[config.mk]
export PLATFORM = sky130hd
export DESIGN_NAME = multi_cycle_cpu_io_flat
export DESIGN_NICKNAME = d
export VERILOG_FILES = /design/src/rtl/multi_cycle_cpu_io_if.sv /design/src/rtl/multi_cycle_cpu_io.sv /design/src/flat_wrapper.sv
export SDC_FILE = /design/constraint.sdc
export NUM_CORES = 2
export LEC_CHECK = 0
export BUFFER_PORTS_ARGS = -buffer_cell sky130_fd_sc_hd__buf_2
export CORE_MARGIN = 10
export CORE_UTILIZATION = 40
export DETAILED_ROUTE_END_ITERATION = 10
export PLACE_DENSITY = 0.55
export SYNTH_ARGS = -nofsm -noshare
export SYNTH_HDL_FRONTEND = slang
export SYNTH_SLANG_ARGS = --single-unit
[constraint.sdc]
create_clock -name clk -period 6 [get_ports clk]
set_input_delay 0.3 -clock clk [delete_from_list [all_inputs] [get_ports clk]]
set_output_delay 0.3 -clock clk [all_outputs]
set_load 0.05 [all_outputs]
[src/rtl/multi_cycle_cpu_io_if.sv]
// Memory/I-O bus between the multi-cycle CPU (master) and memory, I/O and VRAM (slave).
interface multi_cycle_cpu_io_if;
  logic [31:0] mem_addr;
  logic [31:0] mem_wdata;
  logic [31:0] mem_rdata;
  logic        mem_req;
  logic        mem_ready;
  logic        ifetch;
  logic        write;
  logic        io_rdn;
  logic        io_wrn;
  logic        rvram;
  logic        wvram;
  logic        torv;

  modport master (
    output mem_addr, mem_wdata, mem_req, ifetch, write, io_rdn, io_wrn, rvram, wvram, torv,
    input  mem_rdata, mem_ready
  );
  modport slave (
    input  mem_addr, mem_wdata, mem_req, ifetch, write, io_rdn, io_wrn, rvram, wvram, torv,
    output mem_rdata, mem_ready
  );
endinterface

[src/rtl/multi_cycle_cpu_io.sv]
// Multi-cycle MIPS-subset CPU (IF/ID/EX/MEM/WB) with a request/ready bus and
// address-tag decoded data-memory, I/O and VRAM strobes plus a display-mode flag.
module multi_cycle_cpu_io #(
  parameter logic [31:0] RESET_PC = 32'h0000_0000,
  parameter logic [2:0]  IO_TAG   = 3'b101,
  parameter logic [2:0]  VR_TAG   = 3'b110,
  parameter logic [3:0]  MODE_TAG = 4'h9
) (
  input  logic                  clk,
  input  logic                  clrn,
  multi_cycle_cpu_io_if.master  bus,
  output logic                  mode,
  output logic [2:0]            state,
  output logic [31:0]           pc
);
  typedef enum logic [2:0] {S_IF = 3'd0, S_ID = 3'd1, S_EX = 3'd2, S_MEM = 3'd3, S_WB = 3'd4} state_t;
  typedef enum logic [2:0] {K_NOP, K_ALU, K_LD, K_ST, K_JMP} kind_t;

  state_t      r_state, w_next;
  kind_t       w_kind;
  logic [31:0] r_pc, r_ir, r_a, r_b, r_aluout, r_mdr;
  logic        r_mode;
  logic [31:0] r_rf [32];

  logic [5:0]  w_op, w_fn;
  logic [4:0]  w_rs, w_rt, w_rd, w_sh, w_dst, w_link_dst, w_wa;
  logic [31:0] w_sext, w_zext, w_br_tgt, w_j_tgt, w_res, w_pc_nx, w_wd;
  logic [2:0]  w_tag;
  logic        w_pc_ld, w_link, w_we;

  assign w_op     = r_ir[31:26];
  assign w_rs     = r_ir[25:21];
  assign w_rt     = r_ir[20:16];
  assign w_rd     = r_ir[15:11];
  assign w_sh     = r_ir[10:6];
  assign w_fn     = r_ir[5:0];
  assign w_sext   = {{16{r_ir[15]}}, r_ir[15:0]};
  assign w_zext   = {16'h0000, r_ir[15:0]};
  // r_pc already holds pc+4 of the executing instruction
  assign w_br_tgt = r_pc + (w_sext << 2);
  assign w_j_tgt  = {r_pc[31:28], r_ir[25:0], 2'b00};
  assign w_tag    = r_aluout[31:29];

  always_comb begin : decode
    w_kind     = K_NOP;
    w_res      = '0;
    w_dst      = w_rt;
    w_pc_ld    = 1'b0;
    w_pc_nx    = w_br_tgt;
    w_link     = 1'b0;
    w_link_dst = 5'd31;
    case (w_op)
      6'h00: begin
        w_dst  = w_rd;
        w_kind = K_ALU;
        case (w_fn)
          6'h00: w_res = r_b << w_sh;
          6'h02: w_res = r_b >> w_sh;
          6'h03: w_res = 32'($signed(r_b) >>> w_sh);
          6'h04: w_res = r_b << r_a[4:0];
          6'h06: w_res = r_b >> r_a[4:0];
          6'h07: w_res = 32'($signed(r_b) >>> r_a[4:0]);
          6'h08: begin w_kind = K_JMP; w_pc_ld = 1'b1; w_pc_nx = r_a; end
          6'h09: begin
            w_kind = K_JMP; w_pc_ld = 1'b1; w_pc_nx = r_a;
            w_link = 1'b1; w_link_dst = w_rd;
          end
          6'h20: w_res = r_a + r_b;
          6'h22: w_res = r_a - r_b;
          6'h24: w_res = r_a & r_b;
          6'h25: w_res = r_a | r_b;
          6'h26: w_res = r_a ^ r_b;
          6'h27: w_res = ~(r_a | r_b);
          6'h2A: w_res = {31'd0, $signed(r_a) < $signed(r_b)};
          6'h2B: w_res = {31'd0, r_a < r_b};
          default: w_kind = K_NOP;
        endcase
      end
      6'h02: begin w_kind = K_JMP; w_pc_ld = 1'b1; w_pc_nx = w_j_tgt; end
      6'h03: begin w_kind = K_JMP; w_pc_ld = 1'b1; w_pc_nx = w_j_tgt; w_link = 1'b1; end
      6'h04: begin w_kind = K_JMP; w_pc_ld = (r_a == r_b); end
      6'h05: begin w_kind = K_JMP; w_pc_ld = (r_a != r_b); end
      6'h08: begin w_kind = K_ALU; w_res = r_a + w_sext; end
      6'h0A: begin w_kind = K_ALU; w_res = {31'd0, $signed(r_a) < $signed(w_sext)}; end
      6'h0B: begin w_kind = K_ALU; w_res = {31'd0, r_a < w_sext}; end
      6'h0C: begin w_kind = K_ALU; w_res = r_a & w_zext; end
      6'h0D: begin w_kind = K_ALU; w_res = r_a | w_zext; end
      6'h0E: begin w_kind = K_ALU; w_res = r_a ^ w_zext; end
      6'h0F: begin w_kind = K_ALU; w_res = {r_ir[15:0], 16'h0000}; end
      6'h23: begin w_kind = K_LD;  w_res = r_a + w_sext; end
      6'h2B: begin w_kind = K_ST;  w_res = r_a + w_sext; end
      default: w_kind = K_NOP;
    endcase
  end

  // Bus outputs depend only on registered state, so they hold through any wait.
  always_comb begin : fsm
    w_next        = r_state;
    bus.mem_req   = 1'b0;
    bus.ifetch    = 1'b0;
    bus.mem_addr  = r_aluout;
    bus.mem_wdata = r_b;
    bus.write     = 1'b0;
    bus.io_rdn    = 1'b1;
    bus.io_wrn    = 1'b1;
    bus.rvram     = 1'b0;
    bus.wvram     = 1'b0;
    case (r_state)
      S_IF: begin
        bus.mem_req  = clrn;
        bus.ifetch   = clrn;
        bus.mem_addr = r_pc;
        if (bus.mem_ready) w_next = S_ID;
      end
      S_ID: w_next = S_EX;
      S_EX: begin
        case (w_kind)
          K_ALU:      w_next = S_WB;
          K_LD, K_ST: w_next = S_MEM;
          default:    w_next = S_IF;
        endcase
      end
      S_MEM: begin
        bus.mem_req = 1'b1;
        bus.write   = (w_kind == K_ST) && (r_aluout[31:28] == 4'h0);
        bus.io_rdn  = !((w_kind == K_LD) && (w_tag == IO_TAG));
        bus.io_wrn  = !((w_kind == K_ST) && (w_tag == IO_TAG));
        bus.rvram   = (w_kind == K_LD) && (w_tag == VR_TAG);
        bus.wvram   = (w_kind == K_ST) && (w_tag == VR_TAG);
        if (bus.mem_ready) w_next = (w_kind == K_LD) ? S_WB : S_IF;
      end
      S_WB:    w_next = S_IF;
      default: w_next = S_IF;
    endcase
  end

  assign bus.torv = ~bus.mem_addr[28];

  always_ff @(posedge clk or negedge clrn) begin
    if (!clrn) begin
      r_state  <= S_IF;
      r_pc     <= RESET_PC;
      r_ir     <= '0;
      r_a      <= '0;
      r_b      <= '0;
      r_aluout <= '0;
      r_mdr    <= '0;
      r_mode   <= 1'b0;
    end else begin
      r_state <= w_next;
      case (r_state)
        S_IF: if (bus.mem_ready) begin
          r_ir <= bus.mem_rdata;
          r_pc <= r_pc + 32'd4;
        end
        S_ID: begin
          r_a <= (w_rs == 5'd0) ? 32'd0 : r_rf[w_rs];
          r_b <= (w_rt == 5'd0) ? 32'd0 : r_rf[w_rt];
        end
        S_EX: begin
          r_aluout <= w_res;
          if (w_pc_ld) r_pc <= w_pc_nx;
        end
        S_MEM: if (bus.mem_ready) begin
          r_mdr <= bus.mem_rdata;
          if (w_kind == K_ST && r_aluout[31:28] == MODE_TAG) r_mode <= ~r_mode;
        end
        default: ;
      endcase
    end
  end

  // Links write in EX, everything else in WB; $0 is never written.
  always_comb begin
    w_we = 1'b0;
    w_wa = w_dst;
    w_wd = r_aluout;
    if (r_state == S_EX && w_link) begin
      w_we = 1'b1;
      w_wa = w_link_dst;
      w_wd = r_pc;
    end else if (r_state == S_WB) begin
      w_we = 1'b1;
      if (w_kind == K_LD) w_wd = r_mdr;
    end
  end

  always_ff @(posedge clk) begin
    if (w_we && w_wa != 5'd0) r_rf[w_wa] <= w_wd;
  end

  assign mode  = r_mode;
  assign state = r_state;
  assign pc    = r_pc;
endmodule

[src/flat_wrapper.sv]
// flat-port wrapper written by rule: the top's interface ports become plain ports
module multi_cycle_cpu_io_flat 
#(
  parameter logic [31:0] RESET_PC = 32'h0000_0000,
  parameter logic [2:0]  IO_TAG   = 3'b101,
  parameter logic [2:0]  VR_TAG   = 3'b110,
  parameter logic [3:0]  MODE_TAG = 4'h9
)
  (clk, clrn, mode, state, pc, bus_mem_addr, bus_mem_wdata, bus_mem_req, bus_ifetch, bus_write, bus_io_rdn, bus_io_wrn, bus_rvram, bus_wvram, bus_torv, bus_mem_rdata, bus_mem_ready);
  multi_cycle_cpu_io_if bus_i ();
  input  logic clk;
  input  logic clrn;
  output logic mode;
  output logic [2:0] state;
  output logic [31:0] pc;
  output wire logic [$bits(bus_i.mem_addr)-1:0] bus_mem_addr;
  output wire logic [$bits(bus_i.mem_wdata)-1:0] bus_mem_wdata;
  output wire logic [$bits(bus_i.mem_req)-1:0] bus_mem_req;
  output wire logic [$bits(bus_i.ifetch)-1:0] bus_ifetch;
  output wire logic [$bits(bus_i.write)-1:0] bus_write;
  output wire logic [$bits(bus_i.io_rdn)-1:0] bus_io_rdn;
  output wire logic [$bits(bus_i.io_wrn)-1:0] bus_io_wrn;
  output wire logic [$bits(bus_i.rvram)-1:0] bus_rvram;
  output wire logic [$bits(bus_i.wvram)-1:0] bus_wvram;
  output wire logic [$bits(bus_i.torv)-1:0] bus_torv;
  input wire logic [$bits(bus_i.mem_rdata)-1:0] bus_mem_rdata;
  input wire logic [$bits(bus_i.mem_ready)-1:0] bus_mem_ready;
  assign bus_mem_addr = bus_i.mem_addr;
  assign bus_mem_wdata = bus_i.mem_wdata;
  assign bus_mem_req = bus_i.mem_req;
  assign bus_ifetch = bus_i.ifetch;
  assign bus_write = bus_i.write;
  assign bus_io_rdn = bus_i.io_rdn;
  assign bus_io_wrn = bus_i.io_wrn;
  assign bus_rvram = bus_i.rvram;
  assign bus_wvram = bus_i.wvram;
  assign bus_torv = bus_i.torv;
  assign bus_i.mem_rdata = bus_mem_rdata;
  assign bus_i.mem_ready = bus_mem_ready;
  multi_cycle_cpu_io #(.RESET_PC(RESET_PC), .IO_TAG(IO_TAG), .VR_TAG(VR_TAG), .MODE_TAG(MODE_TAG)) u_core (.clk(clk), .clrn(clrn), .bus(bus_i), .mode(mode), .state(state), .pc(pc));
endmodule
==> load_flow_metrics.sql <==
INSERT INTO impl_metrics (metric_group, metric, value, unit) VALUES
('clocking', 'cts.clk_slew.worst_paths', '60', 'ps'),
('die', 'fp.dieArea', '202200', 'um2'),
('timing', 'layout_worst_path_cycle_share', '0.9094', ''),
('synth', 'synth.area.top_cells', 'sky130_fd_sc_hd__edfxtp_1 (42%), sky130_fd_sc_hd__mux4_2 (8.9%), sky130_fd_sc_hd__mux2i_1 (7.5%), sky130_fd_sc_hd__dfrtp_1 (6.6%), sky130_fd_sc_hd__a21oi_1 (4.2%)', ''),
('layout', 'fin_cells', '8999', ''),
('synth', 'ys_async_sr_fraction', '0.1607', ''),
('critical_path', 'critical_path.endpoint_type', 'flip-flop', ''),
('drt', 'vias_per_cell', '6.735', ''),
('clocking', 'cts.repair.resized', '0', ''),
('die', 'placementRows', '157', ''),
('clocking', 'clkLatencyLatePin', '820', 'ps'),
('global_route', 'number_of_global_route_vias_before_repair', '57940', ''),
('layout', 'fill_cells', '16760', ''),
('timing', 'achievable-frequency', '183.3', 'MHz'),
('drt', 'postRouteAntennaNets', '0', ''),
('drt', 'detail_route.drc_violations', '0', ''),
('synth', 'synth_edf_count', '1024', ''),
('clocking', 'cts_root_buffer', 'sky130_fd_sc_hd__clkbuf_16', ''),
('drt', 'total_routed_wirelength', '324600', 'um'),
('critical_path', 'timing.critical_path.max_delay_family', 'simple AND/OR/NAND/NOR gates', ''),
('job', 'max_cap_violations', '0', ''),
('timing', 'total_negative_slack_for_setup_checks', '0', 'ps'),
('timing', 'clock-skew-final', '46.14', 'ps'),
('global_route', 'grt.total_usage', '0.3071', ''),
('critical_path', 'worst-path-buf-inv', '2', ''),
('critical_path', 'kind_of_start_point_of_the_critical_path', 'flip-flop', ''),
('min_path', 'hold_path_class', 'input pin to flip-flop', ''),
('clocking', 'cts_tree', 'yes', ''),
('placed_design', 'post-place-cells', '8699', ''),
('drt', 'initialDrtViolationCount', '7870', ''),
('synth', 'post_synth_most_frequent_cells', 'sky130_fd_sc_hd__edfxtp_1 (1024), sky130_fd_sc_hd__a21oi_1 (619), sky130_fd_sc_hd__mux2i_1 (555)', ''),
('critical_path', 'ff2ff_setup_slack', '540', 'ps'),
('drt', 'post_drt_wl_per_cell', '36.07', 'um'),
('synth', 'syn_inst', '6276', ''),
('synth', 'yosysMostFrequentCell', 'sky130_fd_sc_hd__edfxtp_1', ''),
('critical_path', 'worstPathMaxFanout', '23', ''),
('synth', 'yosys_warnings', '0', ''),
('timing', 'unrepaired_setup_endpoints_after_global_routing', 'no', ''),
('critical_path', 'worstPathRequired', '6690', 'ps'),
('critical_path', 'max_stage_delay', '1000', 'ps'),
('run_status', 'outcome', 'completed', ''),
('critical_path', 'classification_of_the_worst_setup_path', 'flip-flop to flip-flop', ''),
('global_route', 'antenna_found_initial', '21', ''),
('global_route', 'grt_pass1_wl', '450800', 'um'),
('critical_path', 'critical-path-slowest-cell', 'sky130_fd_sc_hd__or4b_1', ''),
('drt', 'via_count', '60610', ''),
('synth', 'synth_largest_area_cell', 'sky130_fd_sc_hd__edfxtp_1', ''),
('die', 'chipWidth', '449.6', 'um'),
('synth', 'yosysUniqueCellTypes', '100', ''),
('synth', 'synth_cell_area', '73830', 'um2'),
('placed_design', 'numPortBuffers', '142', ''),
('drt', 'firstDrtPassIters', '7', ''),
('timing', 'timing_max_transition_violations_final', '0', ''),
('clocking', 'cts_buffers', '142', ''),
('die', 'floorplan.initialDensity', '0.4028', ''),
('layout', 'syn2layout_area_growth', '13.37', '%'),
('power', 'power_density', '586.3', 'nW/um2'),
('global_route', 'pin_count_of_the_biggest_net_entering_global_routing', '105', ''),
('die', 'die_h', '449.6', 'um'),
('critical_path', 'worstPathArrival', '6150', 'ps'),
('timing', 'max_slew.worst_pin.slew', '1381', 'ps'),
('critical_path', 'critical_path.cell_chain', 'or4b_1, nor3_4, nor2_4, buf_4, mux4_2, mux2i_1, nor2_1, a21oi_1, o21ai_0, nor4_1, buf_4, o21ai_0', ''),
('power', 'max-vdd-ir-drop', '384.4', 'uV'),
('layout', 'post_route_cells_drive_above_1_share', '0.1983', ''),
('timing', 'max_slew_headroom', '0.07955', ''),
('global_route', 'globalRoute.totalOverflow', '0', ''),
('layout', 'num-nets-final', '6662', ''),
('placed_design', 'dpl.hpwl', '221500', 'um'),
('clocking', 'cts_num_sinks', '1220', ''),
('die', 'core_area', '183300', 'um2'),
('timing', 'setup_viol', '0', '');
==> sequential cells by signal, indices dropped and copies added, names as in the netlist <==
| register | count |
|---|---|
| u_core.r_rf | 1024 |
| u_core.bus.mem_wdata | 32 |
| u_core.pc | 32 |
| u_core.r_a | 32 |
| u_core.r_aluout | 32 |
| u_core.r_ir | 32 |
| u_core.r_mdr | 32 |
| u_core.state | 3 |
| u_core.mode | 1 |
==> logic make-up (layout without fill, tap and decap cells) <==
logic type / count (synthesis) / in the layout / share of synthesized area
muxes: 1083 / 1083 / 0.2005
AOI/OAI and AO/OA: 1983 / 1983 / 0.1712
adders and majority gates: 212 / 212 / 0.03634
other: 1 / 41 / 0.00005079
buffers and inverters: 646 / 865 / 0.03447
DFF: 1220 / 1220 / 0.4829
and+or+nand+nor: 1071 / 1071 / 0.06738
xor gates and xnor gates: 60 / 60 / 0.007118
==> area by class of cell <==
type	count	area [um2]	area share
well taps	2464	3083	0.03683
flip-flops and latches	1220	35700	0.4265
diodes	9	22.52	0.0002691
repair buffers	472	3543	0.04233
clock inverters	71	759.5	0.009074
inverters	138	518.0	0.006189
clock buffers	184	3761	0.04494
multi-input cells	4441	36320	0.4339
==> routing by layer <==
| metal | global-route usage | routed length (um) | up-vias | share of wire |
|---|---|---|---|---|
| li1 | - | - | 25170 | - |
| met1 | 0.4022 | 127800 | 30770 | 0.39 |
| met2 | 0.4702 | 144100 | 3708 | 0.44 |
| met3 | 0.06789 | 30860 | 937 | 0.095 |
| met4 | 0.1733 | 21670 | 22 | 0.067 |
| met5 | 0 | 125 | - | 0.00039 |
==> worst min-delay path: cells and delay by family <==
kind     cells  cell delay [ps]
mux          1              130
buf+inv      2              620
==> power by group <==
group          internal [mW]  leakage [nW]  total [mW]  switching, mW
clock                   4.86          2.19        8.61           3.75
combinational           9.34          15.7        28.6           19.2
sequential              10.1          12.8        11.9           1.85
==> through the flow <==
step	utilization	cell area (um2)	total power [mW]	worst slack (ps)	hold WS, ps
floorplan	-	73940	29.06	1568	4.409
global placement	0.4298	78760	39.68	755.0	283.5
detailed placement	0.4298	78760	39.71	692.2	284.5
CTS	0.4565	83660	48.34	719.1	204.3
global route	0.4566	83680	50.73	483.7	277.5
finish	0.4567	83700	49.07	543.6	267.1
==> final timing paths <==
path | depth (start not counted) | from | endpoint
worst max-delay path | 12 | u_core.r_ir[3] | u_core.r_aluout[8]
worst min-delay path | 3 | bus_mem_rdata[10] | u_core.r_ir[10]
worst max register to register | 12 | u_core.r_ir[3] | u_core.r_aluout[8]
worst min register to register | 1 | u_core.mode | u_core.mode
max in group asynchronous | 4 | clrn | u_core.r_ir[21]
min in group asynchronous | 3 | clrn | u_core.r_mdr[10]
==> layout by cell type, fill, tap and decap left out, types with 53 or more instances in the layout <==
master,count
sky130_fd_sc_hd__mux2i_1,555
sky130_fd_sc_hd__nand2b_1,53
sky130_fd_sc_hd__a31oi_1,53
sky130_fd_sc_hd__edfxtp_1,1024
sky130_fd_sc_hd__nand3_1,73
sky130_fd_sc_hd__nor3_1,126
sky130_fd_sc_hd__inv_1,130
sky130_fd_sc_hd__mux2_2,233
sky130_fd_sc_hd__a211oi_1,108
sky130_fd_sc_hd__buf_2,141
sky130_fd_sc_hd__dfrtp_1,184
sky130_fd_sc_hd__ha_1,208
sky130_fd_sc_hd__nor2_1,292
sky130_fd_sc_hd__nand2_1,312
sky130_fd_sc_hd__buf_4,275
sky130_fd_sc_hd__o221ai_1,146
sky130_fd_sc_hd__o21ai_0,317
sky130_fd_sc_hd__a21oi_1,616
sky130_fd_sc_hd__clkbuf_16,142
sky130_fd_sc_hd__o22ai_1,227
sky130_fd_sc_hd__o211ai_1,60
sky130_fd_sc_hd__mux4_2,292
==> timing repair <==
item,in CTS,in global routing
hold buffers,36,0
setup endpoints to repair,0,0
endpoints found under the hold margin,117,0
(Power assumes the default switching activity.)
